$ cat config.mk
export PLATFORM = sky130hd
export DESIGN_NAME = hazard_controller
export DESIGN_NICKNAME = d
export VERILOG_FILES = /design/src/rtl/hazard_pkg.sv /design/src/rtl/hazard_wait_timer.sv /design/src/rtl/hazard_controller.sv
export SDC_FILE = /design/constraint.sdc
export NUM_CORES = 1
export LEC_CHECK = 0
export CAP_MARGIN = 30
export CORE_UTILIZATION = 42
export DETAILED_ROUTE_END_ITERATION = 6
export GPL_TIMING_DRIVEN = 0
export PLACE_DENSITY = 0.87
export SETUP_SLACK_MARGIN = 0.3
export SLEW_MARGIN = 40
export SYNTH_ARGS = -nofsm -noshare
export SYNTH_HDL_FRONTEND = slang
export SYNTH_SLANG_ARGS = --single-unit
$ cat constraint.sdc
create_clock -name clk -period 2.4 [get_ports clk]
set_input_delay 0.24 -clock clk [delete_from_list [all_inputs] [get_ports clk]]
set_output_delay 0.24 -clock clk [all_outputs]
set_load 0.02 [all_outputs]
$ cat src/rtl/hazard_pkg.sv
// rtl/hazard_pkg.sv - shared state encoding and constants for the hazard controller
package hazard_pkg;

  typedef enum logic [1:0] {
    HZ_RUN      = 2'd0,
    HZ_MEM_WAIT = 2'd1
  } hz_state_t;

  localparam logic [4:0] REG_X0 = 5'd0;

endpackage

$ cat src/rtl/hazard_wait_timer.sv
// rtl/hazard_wait_timer.sv - 8-bit data-memory wait counter with timeout comparator
module hazard_wait_timer #(
  parameter int MEM_TIMEOUT = 16
) (
  input  logic clk,
  input  logic reset,
  input  logic clear,
  input  logic enable,
  output logic expired
);

  logic [7:0] r_cnt;

  always_ff @(posedge clk or posedge reset) begin
    if (reset) begin
      r_cnt <= 8'd0;
    end else if (clear) begin
      r_cnt <= 8'd0;
    end else if (enable) begin
      r_cnt <= r_cnt + 8'd1;
    end
  end

  assign expired = (r_cnt == 8'(MEM_TIMEOUT - 1));

endmodule

$ cat src/rtl/hazard_controller.sv
// rtl/hazard_controller.sv - pipeline load/hold/flush sequencing for the 5-stage core
// Optional perf counters (stall_cnt, flush_cnt) under HAZARD_PERF_CNT_EN.
module hazard_controller
  import hazard_pkg::*;
#(
  parameter int MEM_TIMEOUT = 16
) (
  input  logic       clk,
  input  logic       reset,
  input  logic [4:0] id_rs1,
  input  logic [4:0] id_rs2,
  input  logic       ex_memread,
  input  logic [4:0] ex_rd,
  input  logic       mem_access,
  input  logic       mem_branch_taken,
  input  logic       dm_ack,
  output logic       pc_we,
  output logic       ir1_we,
  output logic       ir2_we,
  output logic       ir3_we,
  output logic       ir1_flush,
  output logic       ir2_flush,
  output logic       ir3_flush,
  output logic       ir4_flush,
  output logic       dm_req,
  output logic       mem_timeout_err,
  output logic [1:0] hz_state
`ifdef HAZARD_PERF_CNT_EN
  ,
  output logic [31:0] stall_cnt,
  output logic [31:0] flush_cnt
`endif
);

  hz_state_t r_state;
  hz_state_t w_next_state;
  logic      r_err;
  logic      w_load_use;
  logic      w_ack;
  logic      w_expired;
  logic      w_timeout;
  logic      w_stall;
  logic      w_branch_flush;

  hazard_wait_timer #(
    .MEM_TIMEOUT(MEM_TIMEOUT)
  ) u_wait_timer (
    .clk     (clk),
    .reset   (reset),
    .clear   (r_state == HZ_RUN),
    .enable  (r_state == HZ_MEM_WAIT),
    .expired (w_expired)
  );

  assign w_load_use = ex_memread && (ex_rd != REG_X0) &&
                      ((ex_rd == id_rs1) || (ex_rd == id_rs2));
  // An ack only counts while a request is outstanding.
  assign w_ack      = mem_access && dm_ack;
  assign w_timeout  = (r_state == HZ_MEM_WAIT) && !w_ack && w_expired;
  assign w_stall    = (r_state == HZ_RUN) ? (mem_access && !dm_ack)
                                          : (!w_ack && !w_timeout);
  assign w_branch_flush = !w_stall && mem_branch_taken;

  always_ff @(posedge clk or posedge reset) begin
    if (reset) begin
      r_state <= HZ_RUN;
      r_err   <= 1'b0;
    end else begin
      r_state <= w_next_state;
      if (w_timeout) begin
        r_err <= 1'b1;
      end
    end
  end

  always_comb begin
    w_next_state = r_state;
    pc_we        = 1'b1;
    ir1_we       = 1'b1;
    ir2_we       = 1'b1;
    ir3_we       = 1'b1;
    ir1_flush    = 1'b0;
    ir2_flush    = 1'b0;
    ir3_flush    = 1'b0;
    ir4_flush    = 1'b0;
    dm_req       = mem_access;

    case (r_state)
      HZ_RUN:      if (w_stall) w_next_state = HZ_MEM_WAIT;
      HZ_MEM_WAIT: if (w_ack || w_timeout) w_next_state = HZ_RUN;
      default:     w_next_state = HZ_RUN;
    endcase

    if (reset) begin
      pc_we     = 1'b0;
      ir1_we    = 1'b0;
      ir2_we    = 1'b0;
      ir3_we    = 1'b0;
      ir1_flush = 1'b1;
      ir2_flush = 1'b1;
      ir3_flush = 1'b1;
      ir4_flush = 1'b1;
      dm_req    = 1'b0;
    end else if (w_stall) begin
      pc_we     = 1'b0;
      ir1_we    = 1'b0;
      ir2_we    = 1'b0;
      ir3_we    = 1'b0;
      ir4_flush = 1'b1;
    end else begin
      if (mem_branch_taken) begin
        ir1_flush = 1'b1;
        ir2_flush = 1'b1;
        ir3_flush = 1'b1;
      end else if (w_load_use) begin
        pc_we     = 1'b0;
        ir1_we    = 1'b0;
        ir2_flush = 1'b1;
      end
      // Abandoned access: the pipeline moves on but its result never reaches WB.
      if (w_timeout) begin
        ir4_flush = 1'b1;
      end
    end
  end

  assign mem_timeout_err = r_err;
  assign hz_state        = r_state;

`ifdef HAZARD_PERF_CNT_EN
  logic [31:0] r_stall_cnt;
  logic [31:0] r_flush_cnt;

  always_ff @(posedge clk or posedge reset) begin
    if (reset) begin
      r_stall_cnt <= 32'd0;
      r_flush_cnt <= 32'd0;
    end else begin
      if (!pc_we && (r_stall_cnt != 32'hFFFF_FFFF)) begin
        r_stall_cnt <= r_stall_cnt + 32'd1;
      end
      if (w_branch_flush && (r_flush_cnt != 32'hFFFF_FFFF)) begin
        r_flush_cnt <= r_flush_cnt + 32'd1;
      end
    end
  end

  assign stall_cnt = r_stall_cnt;
  assign flush_cnt = r_flush_cnt;
`else
  logic w_unused_branch_flush;
  assign w_unused_branch_flush = w_branch_flush;
`endif

endmodule

Yosys cells after proc, flatten, opt, wreduce, memory -nomap -nowiden
Index checks and enable logic that the tools add are counted.
- reduce and logical (&&, ||, !) cells: 16
- muxes and demuxes: 23
- add/sub/neg operators: 1
- equality and inequality tests: 6
- operators by type and width (kind ; number):
    $mux W1 ; 18
    $mux W8 ; 2
    $eq A5 B5 Y1 ; 2
    $add A8 B1 Y8 const B ; 1
    $eq A8 B4 Y1 const B ; 1
    $logic_and A1 B1 Y1 ; 7
    $reduce_bool A5 Y1 ; 1
    $mux W2 ; 2
    $ne A2 B2 Y1 const B ; 2
    $pmux W2 S2 ; 1
    $logic_not A1 Y1 ; 3
    $eq A2 B1 Y1 const B ; 1
    $logic_not A2 Y1 ; 1
    $logic_or A1 B1 Y1 ; 2
    $reduce_and A2 Y1 ; 1
    $reduce_bool A2 Y1 ; 1
- input bits: 21
- output and inout port bits: 12
- register bits after elaboration: 11
- logic and storage cells: 49

Depth between registers and ports, before layout
Gate-level depths: netlist of run 1.
- word-level depth: 9
- gate-level depth with buffers: 7
- gate-level depth less buffers: 6

By module
Synthesis of run 1 repeated with hierarchy kept, for this count alone.
- cells, all modules: 79
- area, all modules: 704.4 um2
- by module, submodules not included (module ; times used ; seq. area each (um2) ; area an instance (um2) ; cells an instance):
    hazard_wait_timer ; 1 ; 200.2 ; 407.9 ; 40
    hazard_controller ; 1 ; 50.0 ; 296.5 ; 39

Worst setup path before layout of run 1
No wires, ideal clock.
- kind: register to output
- start point: reg u_wait_timer.r_cnt[4]
- end point: out ir3_we
- buffers on the path: 1
- arrival: 1791 ps
- data required time: 2160 ps
- slack: 369 ps
- stages on the path, launching flop included: 7
- cells stage by stage: dfrtp_1 -> or4b_1 -> nor3_2 -> or2_2 -> inv_2 -> nor2_1 -> buf_4
- cells in the longest elaborated chain, start to end: 7
- ends and longest elaborated chain (what ; RTL line ; RTL):
    start: declaration ; hazard_wait_timer.sv:12 ; logic [7:0] r_cnt;
    start signal: assignment ; hazard_wait_timer.sv:20 ; r_cnt <= r_cnt + 8'd1;
    $eq A8 B4 Y1 ; hazard_wait_timer.sv:24 ; assign expired = (r_cnt == 8'(MEM_TIMEOUT - 1));
    $logic_and A1 B1 Y1 ; hazard_controller.sv:59 ; assign w_timeout = (r_state == HZ_MEM_WAIT) && !w_ack && w_expired;
    $logic_not A1 Y1 ; hazard_controller.sv:61 ; : (!w_ack && !w_timeout);
    $logic_and A1 B1 Y1 ; hazard_controller.sv:61 ;
    $mux W1 ; hazard_controller.sv:60 ; assign w_stall = (r_state == HZ_RUN) ? (mem_access && !dm_ack)
    $mux W1 (2 in a row) ; n/a ;
    end: declaration ; hazard_controller.sv:20 ; output logic ir3_we,
No other way between the ends.

Final worst setup path of run 1
- start point: reg u_wait_timer.r_cnt[4]
- end point: out ir3_we
- cells in the longest elaborated chain, start to end: 7
- ends and longest elaborated chain (what ; RTL line ; RTL):
    $eq A8 B4 Y1 ; hazard_wait_timer.sv:24 ;
    $logic_and A1 B1 Y1 ; hazard_controller.sv:59 ;
    $logic_not A1 Y1 ; hazard_controller.sv:61 ;
    $logic_and A1 B1 Y1 ; hazard_controller.sv:61 ;
    $mux W1 ; hazard_controller.sv:60 ;
    $mux W1 ; hazard_controller.sv:104 ; end else if (w_stall) begin
    $mux W1 ; hazard_controller.sv:94 ; if (reset) begin
No other way between the ends.

==> out/summary.log, run 1 <==
qor: logic_synthesis.yosys_register_bits 10
qor: cts.num_cts_buffers 3
qor: timing.slew_violations 0
qor: logic_synthesis.synth_xor_area_frac 0.197
qor: cts.worst_skew_pair.late_latency 270 ps
qor: worst_setup_path.crit_fanout 3
qor: finish.area.growth.synth_to_final 80.7%
qor: global_route.antenna_found_initial 0
qor: floorplanning.starting_utilization_of_the_core_area 0.449
qor: finish.seqCellArea 251 um2
qor: floorplanning.floorplan.die.width 41.9 um
qor: cts.clock_tree.buffer_depth 2
qor: finish.mostFrequentLayoutCell clkdlybuf4s50_1
qor: route.wire_per_inst 14.7 um
qor: logic_synthesis.synth_top_cell_area_share 0.375
qor: run_status.status finished, final reports clean
qor: route.route.antenna.remaining_nets 0
qor: logic_synthesis.synth_top_area_cell dfrtp_1
qor: run.cap_viol_max_count 0
qor: logic_synthesis.synth_edf_count 0
qor: hold_path.min-delay-path-class input pin to async pin
qor: worst_setup_path.timing.critical_path.max_delay_family simple AND/OR/NAND/NOR gates
qor: finish.layout.core_utilization 0.811
qor: floorplanning.num_rows 14
qor: global_route.grt_max_degree 15
qor: logic_synthesis.mappedNetlistNets 92
qor: timing.fin_crit_sh 0.969
qor: timing.timing.clock.skew 0.348 ps
qor: finish.filler_cell_count 93
qor: timing.fmaxAchievable 430 MHz
qor: route.drcViolationCount 0
qor: route.drtPass1Iterations 4
qor: route.vias 703
qor: logic_synthesis.synth_top_family_by_area simple AND/OR/NAND/NOR gates
qor: cts.clk_pin_slew 70 ps
qor: worst_setup_path.worst_setup_path_end_kind primary output
qor: global_route.via_count_of_the_first_global_routing_pass 760
qor: cts.postCtsHoldBufs 0
qor: logic_synthesis.synth_compound_area_frac 0.105
qor: floorplanning.die_h 41.9 um
qor: worst_setup_path.crit_chain or4b_4 -> nor3_4 -> or2_4 -> inv_4 -> nor2_1 -> buf_4 -> buf_4
qor: logic_synthesis.yosys.area_share.adder 0.0187
qor: global_route.grt_overflow 0
qor: global_route.global_route_wire_length_before_repair 3170 um
qor: worst_setup_path.critical_path.n_buffers_inverters 3
qor: timing.setup-violations-final 0
qor: cts.tritoncts_clock_tree built
qor: logic_synthesis.netlist-cell-type-count 28
qor: cts.tritoncts_num_sinks 10
qor: placed_design.placedInstanceArea 998 um2
qor: finish.layout.cells.most_common_list clkdlybuf4s50_1 (24), buf_4 (23), xor2_1 (11)
qor: placed_design.io_buffer_count 31
qor: route.dr.first_iter.drc_count 12
qor: logic_synthesis.synth_mux_area_frac 0
qor: finish.antennaDiodeCount 0
qor: timing.final_hold_viol_count 0
qor: route.drt_wl_total 2010 um
qor: logic_synthesis.yosys.area_share.simple 0.232
qor: logic_synthesis.netlist_area 668 um2
qor: finish.final_nets 144
qor: logic_synthesis.synth_seq_area_share 0.375
qor: finish.fraction_of_layout_instances_using_a_drive_strength_above_1 0.364
qor: floorplanning.io_pins 33
qor: power.irDropWorstVdd 0.000300 V
qor: finish.final_cell_area 0.00121 mm2
qor: logic_synthesis.synthesis.instances 70
qor: timing.rsz0062_at_grt true
qor: cts.htree_levels 1
qor: route.route.detailed.vias_per_inst 5.13
qor: worst_setup_path.nature_of_the_critical_path_startpoint register
qor: power.leakage_power 0.557 nW
qor: placed_design.placement.setup.worst_slack -215 ps
qor: worst_setup_path.critPathMaxStageDelay 540 ps
qor: finish.multiInputGateArea 417 um2
qor: placed_design.inst_count_dp 117
qor: placed_design.globalplace.congestion 0.716
qor: floorplanning.floorplan.die_area 0.00175 mm2
qor: logic_synthesis.average_cell_area_after_synthesis 9.54 um2
qor: cts.cts.root.buffer_cell clkbuf_4
qor: timing.period_minus_slack 2330 ps
qor: global_route.grt.total_usage 0.240
qor: worst_setup_path.timing.critical_path.required 2160 ps
qor: logic_synthesis.netlist_top_cells_area dfrtp_1 (37%), xor2_1 (14%), and2_1 (5.6%)
qor: finish.fin_cells 137
qor: worst_setup_path.cp_common_cell buf_4
qor: logic_synthesis.synth_async_reset_ratio 1.00
qor: logic_synthesis.synth_flop_cell dfrtp_1
qor: floorplanning.core_box_area 0.00149 mm2
qor: worst_setup_path.timing.setup.critical_path_class register to primary output
qor: power.p_per_area 439 mW/mm2
qor: logic_synthesis.yosys_warnings 0
qor: timing.fin_ws 74.2 ps
qor: timing.setup_tns 0 ps
qor: worst_setup_path.cp_slowest_cell or4b_4
qor: worst_setup_path.arr_time_crit_path 2090 ps
[tightest hold or removal path, cell delays in order]
cell	delay [ps]
clkdlybuf4s50_1	500
clkinvlp_4	140
buf_4	100
[worst paths after layout]
path                                       startpoint                    end  slack [ps]  cells after the start
worst max register to register  u_wait_timer.r_cnt[0]        mem_timeout_err         100                     14
worst max-delay path            u_wait_timer.r_cnt[4]                 ir3_we          70                      7
max in group asynchronous                       reset            hz_state[0]        1760                      3
worst min-delay path                            reset        mem_timeout_err         390                      3
min in group clk                u_wait_timer.r_cnt[0]  u_wait_timer.r_cnt[0]         490                      1
worst min register to register  u_wait_timer.r_cnt[0]  u_wait_timer.r_cnt[0]         490                      1
[logic make-up after synthesis]
logic type	Yosys count
DFF	10
other	1
and+or+nand+nor	27
xor gates and xnor gates	15
AOI/OAI and AO/OA	9
buffers and inverters	7
adders and majority gates	1
[metal layers]
layer | up-vias | global-route usage | wire length, um
met4 | 0 | 0.161 | 53
met1 | 334 | 0.253 | 700
met3 | 6 | 0.0261 | 73
met2 | 29 | 0.441 | 1180
li1 | 334 | - | -
met5 | - | 0 | 0
[through the flow]
stage               power [mW]  hold WS, ps
floorplan                0.273          119
global placement         0.343          444
detailed placement       0.347          462
CTS                      0.513          408
global route             0.550          406
finish                   0.530          392
[Yosys cell counts (all sizes together) (2+ instances only)]
cell type	number
xor2	11
dfrtp	10
and2	6
buf	5
nand2	5
o21ai	4
xnor2	4
nor2	3
nor3	3
inv	2
nand3	2
nor2b	2
[report_power, final]
part	switching, mW	total, mW	internal, mW
clock network	0.0665	0.159	0.0923
registers	0.0168	0.200	0.183
logic	0.0765	0.171	0.0950
total	0.160	0.530	0.370
[state kept, by name (all words and copies together), names as in the netlist]
| name | flops |
|---|---|
| u_wait_timer.r_cnt | 8 |
| hz_state | 1 |
| mem_timeout_err | 1 |
[repair_timing]
action                                  CTS  global route
resized for setup                        45             9
setup buffers                            14             2
pin swaps                                 4             3
endpoints found under the setup margin    7             9
[final cells by class]
class	count	share of cell area
plain buffers	5	0.0342
clock buffers	4	0.0301
inverters	2	0.0114
multi-input cells	53	0.345
flip-flops and latches	10	0.208
well taps	16	0.0166
repair buffers	47	0.354
No activity file was read; power rests on OpenSTA's default activity.
==> inputs of run 2 (changes only) <==
SKIP_CTS_REPAIR_TIMING = 1   (was default)
==> run 2 against run 1 <==
  * Non-clock buffer count is 8 lower
  * Fmax is 0.22% higher
  * Largest cell class unchanged
  * Clock-buffer cell count stayed put
  * Clock power hardly changed
  * Sequential share of layout area is 1.6 points higher
  * Design area is 6.8% lower
  * Clock skew is 3.6 ps higher
  * Routed wire length is 10% lower
  * Worst setup slack better by 5.1 ps
  * Combinational power is 5% lower
==> out/summary.log, run 2 (synthesis results as in run 1) <==
qor: timing.fin_crit_sh 0.967
qor: global_route.antenna_found_initial 0
qor: finish.largest_register_ffs 8
qor: cts.worst_skew_pair.late_latency 280 ps
qor: cts.clk_pin_slew 70 ps
qor: worst_setup_path.reg2reg_depth 4
qor: floorplanning.io_pins 33
qor: floorplanning.floorplan.die_area 0.00175 mm2
qor: finish.max_flop_register u_wait_timer.r_cnt
qor: timing.setup_tns 0 ps
qor: worst_setup_path.cp_slowest_cell or4b_4
qor: finish.antennaDiodeCount 0
qor: timing.period_minus_slack 2320 ps
qor: finish.multiInputGateArea 399 um2
qor: worst_setup_path.worst_r2r_startpoint u_wait_timer.r_cnt[7]
qor: finish.filler_cell_count 119
qor: timing.fmaxAchievable 431 MHz
qor: finish.layout.core_utilization 0.755
qor: worst_setup_path.arr_time_crit_path 2080 ps
qor: timing.final.hold.worst_slack 306 ps
qor: finish.final_cell_area 0.00112 mm2
qor: timing.timing.clock.skew 3.99 ps
qor: placed_design.io_buffer_count 31
qor: cts.tritoncts_num_sinks 10
qor: cts.clock_tree.buffer_depth 2
qor: route.drt_wl_total 1800 um
qor: route.drtPass1Iterations 4
qor: global_route.via_count_of_the_first_global_routing_pass 640
qor: floorplanning.starting_utilization_of_the_core_area 0.449
qor: global_route.grt_overflow 0
qor: global_route.grt.total_usage 0.188
qor: timing.setup-violations-final 0
qor: finish.area.growth.synth_to_final 68.4%
qor: worst_setup_path.reg2reg_slack 880 ps
qor: cts.num_cts_buffers 3
qor: placed_design.placedInstanceArea 998 um2
qor: global_route.grt_max_degree 15
qor: floorplanning.die_h 41.9 um
qor: finish.fraction_of_layout_instances_using_a_drive_strength_above_1 0.301
qor: route.drcViolationCount 0
qor: worst_setup_path.timing.setup.critical_path_class register to primary output
qor: placed_design.globalplace.congestion 0.716
qor: route.dr.first_iter.drc_count 11
qor: worst_setup_path.critical_path.reg2reg.endpoint hz_state[0]
qor: floorplanning.floorplan.die.width 41.9 um
qor: floorplanning.num_rows 14
qor: worst_setup_path.critPathMaxStageDelay 560 ps
qor: finish.mostFrequentLayoutCell clkdlybuf4s50_1
qor: placed_design.placement.setup.worst_slack -215 ps
qor: global_route.global_route_wire_length_before_repair 2500 um
qor: finish.layout.cells.most_common_list clkdlybuf4s50_1 (24), buf_4 (15), xor2_1 (11)
qor: finish.fin_cells 129
qor: power.p_per_area 461 mW/mm2
qor: worst_setup_path.timing.critical_path.required 2160 ps
qor: finish.seqCellArea 253 um2
qor: floorplanning.core_box_area 0.00149 mm2
qor: power.irDropWorstVdd 0.000287 V
qor: power.total_power 518 uW
qor: cts.tritoncts_clock_tree built
qor: placed_design.inst_count_dp 117
qor: timing.rsz0062_at_grt true
qor: worst_setup_path.worst_setup_path_end_kind primary output
qor: power.leakage_power 0.513 nW
qor: timing.slew_violations 0
qor: timing.final_hold_viol_count 0
qor: worst_setup_path.critical_path.n_buffers_inverters 2
qor: run_status.status finished, final reports clean
qor: finish.final_nets 136
qor: hold_path.min-delay-path-class input pin to async pin
qor: route.route.detailed.vias_per_inst 5.15
qor: route.vias 664
qor: worst_setup_path.timing.critical_path.max_delay_family simple AND/OR/NAND/NOR gates
qor: route.route.antenna.remaining_nets 0
qor: cts.htree_levels 1
qor: timing.fin_ws 79.3 ps
qor: route.wire_per_inst 14.0 um
qor: worst_setup_path.crit_fanout 3
qor: worst_setup_path.nature_of_the_critical_path_startpoint register
qor: worst_setup_path.crit_chain or4b_4 -> nor3_4 -> or2_4 -> inv_4 -> o311ai_4 -> buf_6
qor: run.cap_viol_max_count 0
qor: cts.cts.root.buffer_cell clkbuf_4
[run 2: worst max path at each step]
| stage | start | end | slack [ps] | cells after the start |
|---|---|---|---|---|
| 4_1_cts | u_wait_timer.r_cnt[4] | ir2_flush | -490 | 6 |
| 2_1_floorplan | u_wait_timer.r_cnt[4] | ir3_we | 370 | 6 |
| 5_1_grt | u_wait_timer.r_cnt[7] | ir2_flush | 30 | 6 |
| 6_report | u_wait_timer.r_cnt[7] | ir2_flush | 80 | 6 |
| 3_5_place_dp | ex_rd[1] | pc_we | -220 | 6 |
| 3_3_place_gp | ex_rd[1] | pc_we | -170 | 6 |
[run 2: per-layer routing]
layer	wire, um	vias up	share of wire	global-route usage
met2	1070	27	0.59	0.319
met3	71	6	0.039	0.0217
met1	610	311	0.34	0.212
met5	0	-	0	0
met4	48	0	0.027	0.148
li1	-	320	-	-
[run 2: final cells by class]
cell class	instances	area share
clock buffer	4	0.0323
buffer	5	0.0334
inverter	2	0.0122
multi-input combinational	53	0.355
timing repair buffer	39	0.325
sequential	10	0.225
tap	16	0.0178
[run 2: power by group]
group | internal, mW | switching, mW | total, mW
combinational | 0.0914 | 0.0720 | 0.163
sequential | 0.183 | 0.0139 | 0.197
clock | 0.0924 | 0.0651 | 0.157
total | 0.367 | 0.151 | 0.518
==> inputs of run 3 (changes only) <==
TNS_END_PERCENT = 20   (was default)
==> run 3 against run 2 <==
  * Die area did not move
  * Routed wire length fell by 13%
  * Non-clock buffer count fell by 3
  * Global-route usage did not move
  * Worst hold slack improved by 95 ps
  * First-iteration DRC count rose by 9.1%
  * Final cell count fell by 2.3%
  * Critical path type unchanged
==> out/summary.log, run 3 (synthesis results as in run 1) <==
qor: run_status.status finished, final reports clean
qor: power.leakage_power 0.517 nW
qor: route.vias 638
qor: finish.layout.cells.most_common_list clkdlybuf4s50_1 (24), xor2_1 (11), buf_4 (10)
qor: floorplanning.core_box_area 0.00149 mm2
qor: cts.cts.root.buffer_cell clkbuf_4
qor: cts.worst_skew_pair.late_latency 270 ps
qor: worst_setup_path.worst_setup_path_end_kind primary output
qor: floorplanning.floorplan.die.width 41.9 um
qor: route.drt_wl_total 1560 um
qor: cts.clk_pin_slew 70 ps
qor: timing.fmaxAchievable 430 MHz
qor: finish.final_cell_area 0.00109 mm2
qor: finish.final_nets 133
qor: global_route.grt_max_degree 15
qor: route.wire_per_inst 12.4 um
qor: floorplanning.num_rows 14
qor: timing.setup-violations-final 0
qor: worst_setup_path.worst_r2r_startpoint u_wait_timer.r_cnt[7]
qor: finish.max_flop_register u_wait_timer.r_cnt
qor: placed_design.inst_count_dp 117
qor: worst_setup_path.reg2reg_depth 4
qor: route.route.antenna.remaining_nets 0
qor: floorplanning.io_pins 33
qor: timing.final.hold.worst_slack 401 ps
qor: finish.filler_cell_count 114
qor: worst_setup_path.critical_path.reg2reg.endpoint hz_state[0]
qor: floorplanning.die_h 41.9 um
qor: global_route.via_count_of_the_first_global_routing_pass 640
qor: worst_setup_path.nature_of_the_critical_path_startpoint register
qor: power.irDropWorstVdd 0.000281 V
qor: route.route.detailed.vias_per_inst 5.06
qor: finish.largest_register_ffs 8
qor: run.cap_viol_max_count 0
qor: route.dr.first_iter.drc_count 12
qor: floorplanning.floorplan.die_area 0.00175 mm2
qor: worst_setup_path.timing.critical_path.max_delay_family simple AND/OR/NAND/NOR gates
qor: finish.seqCellArea 253 um2
qor: finish.multiInputGateArea 395 um2
qor: placed_design.io_buffer_count 31
qor: timing.tightest_slew 549 ps
qor: worst_setup_path.timing.critical_path.from u_wait_timer.r_cnt[7]
qor: finish.area.growth.synth_to_final 63.5%
qor: timing.slew-limit-headroom 0.634
qor: worst_setup_path.critical_path.n_buffers_inverters 2
qor: cts.tritoncts_num_sinks 10
qor: timing.fin_crit_sh 0.969
qor: finish.antennaDiodeCount 0
qor: finish.fin_cells 126
qor: finish.mostFrequentLayoutCell clkdlybuf4s50_1
qor: worst_setup_path.cp_slowest_cell or4b_4
qor: global_route.grt.total_usage 0.188
qor: global_route.grt_overflow 0
qor: worst_setup_path.reg2reg_slack 870 ps
qor: timing.slew_violations 0
qor: cts.num_cts_buffers 3
qor: worst_setup_path.critPathMaxStageDelay 560 ps
qor: global_route.antenna_found_initial 0
qor: timing.period_minus_slack 2320 ps
qor: power.p_per_area 464 mW/mm2
qor: timing.timing.clock.skew 2.89 ps
qor: cts.htree_levels 1
qor: worst_setup_path.crit_fanout 3
qor: route.drtPass1Iterations 4
qor: cts.clock_tree.buffer_depth 2
qor: worst_setup_path.crit_chain or4b_4 -> nor3_4 -> or2_4 -> inv_4 -> o311ai_4 -> buf_6
qor: hold_path.min-delay-path-class input pin to async pin
qor: route.drcViolationCount 0
qor: placed_design.placedInstanceArea 998 um2
qor: global_route.global_route_wire_length_before_repair 2500 um
qor: floorplanning.starting_utilization_of_the_core_area 0.449
qor: finish.fraction_of_layout_instances_using_a_drive_strength_above_1 0.245
qor: worst_setup_path.arr_time_crit_path 2080 ps
qor: cts.tritoncts_clock_tree built
qor: worst_setup_path.timing.critical_path.required 2160 ps
qor: timing.rsz0062_at_grt true
qor: worst_setup_path.timing.setup.critical_path_class register to primary output
qor: placed_design.globalplace.congestion 0.716
qor: timing.final_hold_viol_count 0
[run 3: final cells by class]
class / instances / share of cell area
plain buffers: 5 / 0.0344
flip-flops and latches: 10 / 0.231
well taps: 16 / 0.0183
multi-input cells: 53 / 0.362
clock buffers: 4 / 0.0332
repair buffers: 36 / 0.312
inverters: 2 / 0.00916
[run 3: worst reg2reg max path, stage by stage (launching register included)]
cell and delay (ps):
dfrtp_1 390, or4b_4 560, nor3_4 250, or2_4 180, inv_4 40
[run 3: worst max path at each step]
stage	endpoint	slack [ps]	cells past startpoint
6_report	ir2_flush	80	6
5_1_grt	ir3_we	-30	7
4_1_cts	ir2_flush	-490	6
3_5_place_dp	pc_we	-220	6
3_3_place_gp	pc_we	-170	6
2_1_floorplan	ir3_we	370	6
[run 3: power breakdown]
group | leakage [nW] | internal [mW] | switching [mW]
registers | 0.131 | 0.183 | 0.0130
logic | 0.365 | 0.0863 | 0.0687
clock network | 0.0210 | 0.0922 | 0.0629
total | 0.517 | 0.362 | 0.145
[run 3: metal layers]
metal / global-route usage / part of all wire
met5: 0 / 0
met3: 0.0217 / 0.047
met1: 0.212 / 0.40
met2: 0.319 / 0.52
met4: 0.148 / 0.025
[run 3: through the flow]
| stage | utilization | total power [mW] | worst slack, ps | TNS [ps] |
|---|---|---|---|---|
| final | 0.734 | 0.506 | 75.3 | 0 |
| after global routing | 0.734 | 0.530 | -26.5 | -44.4 |
| after floorplan | - | 0.273 | 369 | 0 |
| after detailed placement | 0.671 | 0.347 | -215 | -559 |
| after CTS | 0.695 | 0.503 | -490 | -2480 |
| after global placement | 0.671 | 0.343 | -175 | -372 |
